==> config.mk <==
export PLATFORM = sky130hd
export DESIGN_NAME = rx_destuffer
export DESIGN_NICKNAME = d
export VERILOG_FILES = /design/src/rtl/rx_destuffer_pkg.sv /design/src/rtl/rx_fifo.sv /design/src/rtl/rx_destuffer.sv
export SDC_FILE = /design/constraint.sdc
export NUM_CORES = 1
export LEC_CHECK = 0
export BUFFER_PORTS_ARGS = -buffer_cell sky130_fd_sc_hd__buf_2
export CAP_MARGIN = 40
export CORE_MARGIN = 3
export CORE_UTILIZATION = 60
export DETAILED_ROUTE_END_ITERATION = 6
export GPL_ROUTABILITY_DRIVEN = 0
export PLACE_DENSITY = 0.75
export SYNTH_ARGS = -nofsm -noshare
export SYNTH_HDL_FRONTEND = slang
export SYNTH_HIERARCHICAL = 1
export SYNTH_SLANG_ARGS = --single-unit
==> constraint.sdc <==
create_clock -name CLK -period 3.8 [get_ports CLK]
set_input_delay 0.19 -clock CLK [delete_from_list [all_inputs] [get_ports CLK]]
set_output_delay 0.19 -clock CLK [all_outputs]
set_load 0.01 [all_outputs]
==> src/rtl/rx_destuffer_pkg.sv <==
// Shared definitions for the bit-stuffed serial link (transmit and receive sides).
package rx_destuffer_pkg;

  typedef enum logic {
    HUNT = 1'b0,
    DATA = 1'b1
  } state_e;

  typedef logic [7:0] byte_t;

  localparam byte_t FLAG_BYTE  = 8'h7E;
  localparam int    STUFF_ONES = 5;
  localparam int    ABORT_ONES = 7;
  // Run of ones inside a flag: a zero after exactly this many ones closes/opens a frame.
  localparam int    FLAG_ONES  = $countones(FLAG_BYTE);

  function automatic logic [2:0] ones_next(input logic [2:0] ones, input logic rx_bit);
    if (!rx_bit) return 3'd0;
    if (ones == 3'(ABORT_ONES)) return ones;
    return ones + 3'd1;
  endfunction

endpackage

==> src/rtl/rx_fifo.sv <==
// First-word-fall-through receive FIFO; head is visible on dout while not empty, 0 otherwise.
module rx_fifo
  import rx_destuffer_pkg::*;
#(
  parameter int DEPTH = 16,
  parameter int CW    = $clog2(DEPTH) + 1
) (
  input  logic          CLK,
  input  logic          RST,
  input  logic          push,
  input  byte_t         push_data,
  input  logic          pop,
  output byte_t         dout,
  output logic          empty,
  output logic          full,
  output logic [CW-1:0] count
);

  localparam int AW = $clog2(DEPTH);

  byte_t         mem_q [DEPTH];
  logic [AW-1:0] wr_ptr_q, wr_ptr_d;
  logic [AW-1:0] rd_ptr_q, rd_ptr_d;
  logic [CW-1:0] count_q, count_d;
  logic          do_push, do_pop;

  always_comb begin
    do_pop   = pop && (count_q != '0);
    // A full FIFO still accepts a push when the head leaves in the same cycle.
    do_push  = push && ((count_q != CW'(DEPTH)) || do_pop);
    wr_ptr_d = do_push ? wr_ptr_q + AW'(1) : wr_ptr_q;
    rd_ptr_d = do_pop  ? rd_ptr_q + AW'(1) : rd_ptr_q;
    count_d  = count_q + CW'(do_push) - CW'(do_pop);
  end

  always_ff @(posedge CLK or posedge RST) begin
    if (RST) begin
      wr_ptr_q <= '0;
      rd_ptr_q <= '0;
      count_q  <= '0;
    end else begin
      wr_ptr_q <= wr_ptr_d;
      rd_ptr_q <= rd_ptr_d;
      count_q  <= count_d;
    end
  end

  always_ff @(posedge CLK) begin
    if (do_push) mem_q[wr_ptr_q] <= push_data;
  end

  assign empty = (count_q == '0);
  assign full  = (count_q == CW'(DEPTH));
  assign count = count_q;
  assign dout  = empty ? 8'h00 : mem_q[rd_ptr_q];

endmodule

==> src/rtl/rx_destuffer.sv <==
// Serial receiver: bit-timing recovery, flag hunt, zero destuffing and byte assembly into a FIFO.
module rx_destuffer
  import rx_destuffer_pkg::*;
#(
  parameter int FIFO_DEPTH = 16,
  parameter int CW         = $clog2(FIFO_DEPTH) + 1
) (
  input  logic          CLK,
  input  logic          RST,
  input  logic          EN,
  input  logic          RX,
  input  logic [7:0]    BAUD,
  input  logic          RD,
  input  logic          CLR_ERR,
  output logic [7:0]    DOUT,
  output logic          AVAIL,
  output logic          FULL,
  output logic [CW-1:0] COUNT,
  output logic          FRAME_END,
  output logic          ABORT,
  output logic          FRAME_ERR,
  output logic          OVERRUN
);

  // rx_sync_q[1] is the synchronised line, rx_sync_q[2] its previous value.
  logic [2:0] rx_sync_q, rx_sync_d;
  logic [7:0] timer_q, timer_d;
  state_e     state_q, state_d;
  logic [2:0] bitcnt_q, bitcnt_d;
  logic [2:0] ones_q, ones_d;
  byte_t      shift_q, shift_d;
  logic       frame_nonempty_q, frame_nonempty_d;
  logic       frame_end_q, frame_end_d;
  logic       abort_q, abort_d;
  logic       frame_err_q, frame_err_d;
  logic       overrun_q, overrun_d;

  logic       active, rx_edge, rx_bit, strobe;
  logic       push, abort_set, ferr_set, overrun_set;
  byte_t      shift_v;
  logic       fifo_empty, fifo_full;

  always_comb begin
    rx_sync_d = {rx_sync_q[1:0], RX};
    rx_bit    = rx_sync_q[1];
    rx_edge   = rx_sync_q[2] ^ rx_sync_q[1];
    active    = EN && (BAUD != 8'd0);

    strobe  = 1'b0;
    timer_d = timer_q;
    // Every line transition re-centres the sample point half a bit later.
    if (!active || rx_edge) begin
      timer_d = BAUD >> 1;
    end else if (timer_q == 8'd0) begin
      strobe  = 1'b1;
      timer_d = BAUD;
    end else begin
      timer_d = timer_q - 8'd1;
    end
  end

  always_comb begin
    state_d          = state_q;
    bitcnt_d         = bitcnt_q;
    ones_d           = ones_q;
    shift_d          = shift_q;
    shift_v          = shift_q;
    frame_nonempty_d = frame_nonempty_q;
    frame_end_d      = 1'b0;
    push             = 1'b0;
    abort_set        = 1'b0;
    ferr_set         = 1'b0;

    if (!active) begin
      state_d  = HUNT;
      bitcnt_d = 3'd0;
      ones_d   = 3'd0;
    end else if (strobe) begin
      ones_d = ones_next(ones_q, rx_bit);
      if (state_q == HUNT) begin
        if (!rx_bit && ones_q == 3'(FLAG_ONES)) begin
          state_d          = DATA;
          bitcnt_d         = 3'd0;
          frame_nonempty_d = 1'b0;
        end
      end else begin
        if (!rx_bit && ones_q == 3'(STUFF_ONES)) begin
          ones_d = 3'd0;
        end else if (!rx_bit && ones_q == 3'(FLAG_ONES)) begin
          // The flag's leading 0 and six ones were shifted in as data; drop them.
          if (bitcnt_q == 3'd7) begin
            frame_end_d = frame_nonempty_q;
          end else begin
            ferr_set = frame_nonempty_q;
          end
          bitcnt_d         = 3'd0;
          frame_nonempty_d = 1'b0;
        end else if (rx_bit && ones_q == 3'(FLAG_ONES)) begin
          abort_set = 1'b1;
          state_d   = HUNT;
          bitcnt_d  = 3'd0;
        end else begin
          shift_v[bitcnt_q] = rx_bit;
          shift_d           = shift_v;
          if (bitcnt_q == 3'd7) begin
            push             = 1'b1;
            bitcnt_d         = 3'd0;
            frame_nonempty_d = 1'b1;
          end else begin
            bitcnt_d = bitcnt_q + 3'd1;
          end
        end
      end
    end
  end

  always_comb begin
    overrun_set = push && fifo_full && !RD;
    // Set events take priority over a simultaneous clear.
    abort_d     = abort_set   | (abort_q     & ~CLR_ERR);
    frame_err_d = ferr_set    | (frame_err_q & ~CLR_ERR);
    overrun_d   = overrun_set | (overrun_q   & ~CLR_ERR);
  end

  always_ff @(posedge CLK or posedge RST) begin
    if (RST) begin
      rx_sync_q        <= 3'b000;
      timer_q          <= 8'd0;
      state_q          <= HUNT;
      bitcnt_q         <= 3'd0;
      ones_q           <= 3'd0;
      shift_q          <= 8'h00;
      frame_nonempty_q <= 1'b0;
      frame_end_q      <= 1'b0;
      abort_q          <= 1'b0;
      frame_err_q      <= 1'b0;
      overrun_q        <= 1'b0;
    end else begin
      rx_sync_q        <= rx_sync_d;
      timer_q          <= timer_d;
      state_q          <= state_d;
      bitcnt_q         <= bitcnt_d;
      ones_q           <= ones_d;
      shift_q          <= shift_d;
      frame_nonempty_q <= frame_nonempty_d;
      frame_end_q      <= frame_end_d;
      abort_q          <= abort_d;
      frame_err_q      <= frame_err_d;
      overrun_q        <= overrun_d;
    end
  end

  rx_fifo #(
    .DEPTH(FIFO_DEPTH),
    .CW   (CW)
  ) u_fifo (
    .CLK      (CLK),
    .RST      (RST),
    .push     (push),
    .push_data(shift_v),
    .pop      (RD),
    .dout     (DOUT),
    .empty    (fifo_empty),
    .full     (fifo_full),
    .count    (COUNT)
  );

  assign AVAIL     = ~fifo_empty;
  assign FULL      = fifo_full;
  assign FRAME_END = frame_end_q;
  assign ABORT     = abort_q;
  assign FRAME_ERR = frame_err_q;
  assign OVERRUN   = overrun_q;

endmodule

==> impl_metrics.yaml <==
synth:
  muxShareOfSynthArea_pct: 12.63
  syn_avg_cell_area_um2: 15.57
  yosys_most_used_dff: "edfxtp_1"
  syn_nets: 523
  ys_warn_count: 6
  synthXorXnorAreaFrac_pct: 1.718
  ys_top_cells_by_count: "edfxtp_1, dfrtp_1, nand2_1"
  syn-cell-area_um2: 7646
  synth_area_leaders: "edfxtp_1, dfrtp_1, mux4_1"
  synthCells: 491
  synth_edf_count: 128
  seq_area_frac_synth_pct: 64.67
  synth-simple-area-share_pct: 8.264
  synth_area_leader_cell: "edfxtp_1"
  async_reset_ff_share_pct: 25.58
  synth_fa_ha_area_share_pct: 3.044
  synthDominantCellAreaShare_pct: 50.27
  yosysMostFrequentCell: "edfxtp_1"
  yosys_register_bits: 172
  synth_top_family_by_area: "multiplexers"
  synth_cell_types: 58
  synth_compound_area_share_pct: 6.382
clock_tree:
  post_cts_resized: 0
  cts_tree: "yes"
  cts_setup_buffers: 0
  cts_buffer_depth: 2
  clk_latency_ns: 0.42
  cts_max_level: 4
  clk_pin_slew_ns: 0.06
  cts_buffers: 17
  cts_num_sinks: 172
  cts-root-buf: "clkbuf_16"
  hold_buffers: 8
worst_hold_path:
  hold_start: "BAUD[4]"
  hold_path.class: "in2reg"
die:
  die_width_um: 118.9
  core_um2: 12210
  die_y_um: 118.9
  die_area_um2: 14130
  floorplan.initialDensity_pct: 62.61
  io_pins: 33
  num_rows: 40
sta:
  finClkSkew_ns: 0.01056
  slew-limit-headroom_pct: 38.03
  fmax_mhz: 286.9
  finalCritPeriodShare_pct: 91.74
  rsz0062_at_grt: "false"
  timing.final.max_slew_violations: 0
  hold_violations: 0
  tightest_slew_ns: 0.9296
  fin_crit_ns: 3.486
  setup_ws_ns: 0.3140
  setup_viol: 0
  tns_ns: 0
final_layout:
  drive_above_1_share_pct: 21.89
  fillCellCount: 799
  seq_area_um2: 4946
  diodes: 0
  multi_input_area_um2: 2456
  design_area_um2: 8765
  syn2layout_area_growth_pct: 14.63
  instances_no_fill: 739
  final_nets: 590
routing:
  wl_per_cell_um: 21.45
  detail-route-antenna-nets: 0
  num_vias: 4461
  firstDrtPassIters: 5
  drc: 0
  drt_iter0_drc: 434
  wirelength_um: 15850
  via_per_inst: 6.037
power:
  finalPower_uw: 4809
  p_leak_uw: 0.003197
  ir_drop_v: 0.0003423
  powerDensity_nw_per_um2: 548.7
critical_path:
  cp-end-kind: "flip-flop"
  cp.arrival_ns: 3.82
  crit_path_start: "timer_q[0]"
  cp.required_ns: 4.14
  r2r_start: "timer_q[0]"
  worstPathMaxFanout: 5
  worst_path_largest_cell_delay_ns: 0.49
  path_cells: "inv_1 > ha_1 > or3b_2 > or4_4 > or2_4 > nor2_1 > a21boi_2 > nand2_1 > nand2_1 > ha_1 > inv_1 > fa_1 > inv_1 > a21oi_1 > o21bai_1 > xnor2_1"
  crit_top_cell: "inv_1"
  critPathKind: "reg2reg"
  start_kind: "flip-flop"
  worst_path_max_delay_cell: "or3b_2"
global_routing:
  grt_antenna_before_repair: 0
  grt_pass1_wl_um: 24850
  overflow: 0
  track_usage_pct: 23.49
  grt_pass1_vias: 4534
  grt_max_degree: 32
placed_design:
  dpl-instance-area_um2: 8112
  dp.cells: 699
  io_buffers: 32
  pre_cts_slack_ns: 0.3708
  dp_hpwl_um: 10070
run_status:
  status: "finished, final reports clean"
job:
  maxCapViolCount: 0
[kinds of logic (layout without fill, tap and decap cells)]
family / count (synthesis) / count (layout)
adder cells (fa/ha/maj): 18 / 18
multiplexers: 50 / 50
buffers and inverters: 47 / 127
XOR/XNOR: 15 / 15
flip-flops: 172 / 172
AND/OR/NAND/NOR: 119 / 119
AO/OA/AOI/OAI: 70 / 70
[worst paths after layout]
kind	slack [ns]	end	depth (start not counted)
worst min-delay path	0.03	timer_q[3]	3
max in group asynchronous	3.06	u_fifo/rd_ptr_q[0]	3
min in group asynchronous	0.36	u_fifo/rd_ptr_q[3]	3
worst max register to register	0.31	u_fifo/count[4]	16
worst max-delay path	0.31	u_fifo/count[4]	16
worst min register to register	0.36	rx_sync_q[1]	0
[critical path, delay by kind of cell, from the launching register on]
family	cells	cell delay (ns)
buffers and inverters	3	0.22
AOI/OAI and AO/OA	3	0.42
adders and majority gates	3	0.71
and+or+nand+nor	6	1.51
DFF	1	0.39
xor gates and xnor gates	1	0.14
[cell type report]
class	instances	area share (%)
tap	168	2.398
multi-input combinational	272	28.02
timing repair buffer	72	5.625
inverter	23	0.9850
clock buffer	19	4.939
sequential	172	56.43
clock inverter	13	1.599
[where the power goes]
group / internal, µW / switching (µW)
Clock: 973 / 700
Combinational: 444 / 444
Sequential: 2060 / 186
Total: 3480 / 1330
[sequential cells by signal, indices dropped and copies added, names as in the netlist, 3 cells and up]
name and cells:
shift_q 8, u_fifo/mem_q 128, timer_q 8, ones_q 3
bitcnt_q 3, u_fifo/count 5, u_fifo/rd_ptr_q 4, rx_sync_q 3
u_fifo/wr_ptr_q 4
[placed cells by master, fill, tap and decap left out, types with 3 or more instances in the layout]
cell type,synthesis,layout
nand2b_1,4,4
dfrtp_1,44,43
clkbuf_16,0,17
inv_1,23,23
dlygate4sd3_1,0,8
mux2i_1,14,14
buf_4,6,31
a21oi_1,11,11
mux2_2,4,4
clkinv_2,0,3
buf_2,3,32
nor3_1,12,12
a21boi_0,3,3
nand4_1,7,7
mux4_1,16,16
nor2_1,26,26
nand2_1,32,32
or4_1,3,3
nor2b_1,4,4
nand3_1,5,5
xnor2_1,10,10
and2b_1,5,5
a211oi_1,17,17
xor2_1,5,5
nor4_1,4,4
o31ai_1,8,8
edfxtp_1,128,128
and3b_1,3,3
ha_1,17,17
o21ai_0,15,15
mux4_2,16,16
nor3b_1,3,3
inv_6,0,3
[stage by stage]
stage	util, %	hold slack, ns
global placement	66.26	0.2611
global route	71.77	0.02857
detailed placement	66.42	0.2701
finish	71.77	0.03245
floorplan	-	0.06696
CTS	71.77	0.01263
[per-layer routing]
layer  GRT usage, %  vias up  share of wire, %
met5              0        -                 0
met4          7.241        0               1.3
met3          4.796       18               4.8
met2          38.83      153                51
met1          31.93     2252                43
li1               -     2038                 -
Power figures use the tool's default switching activity.
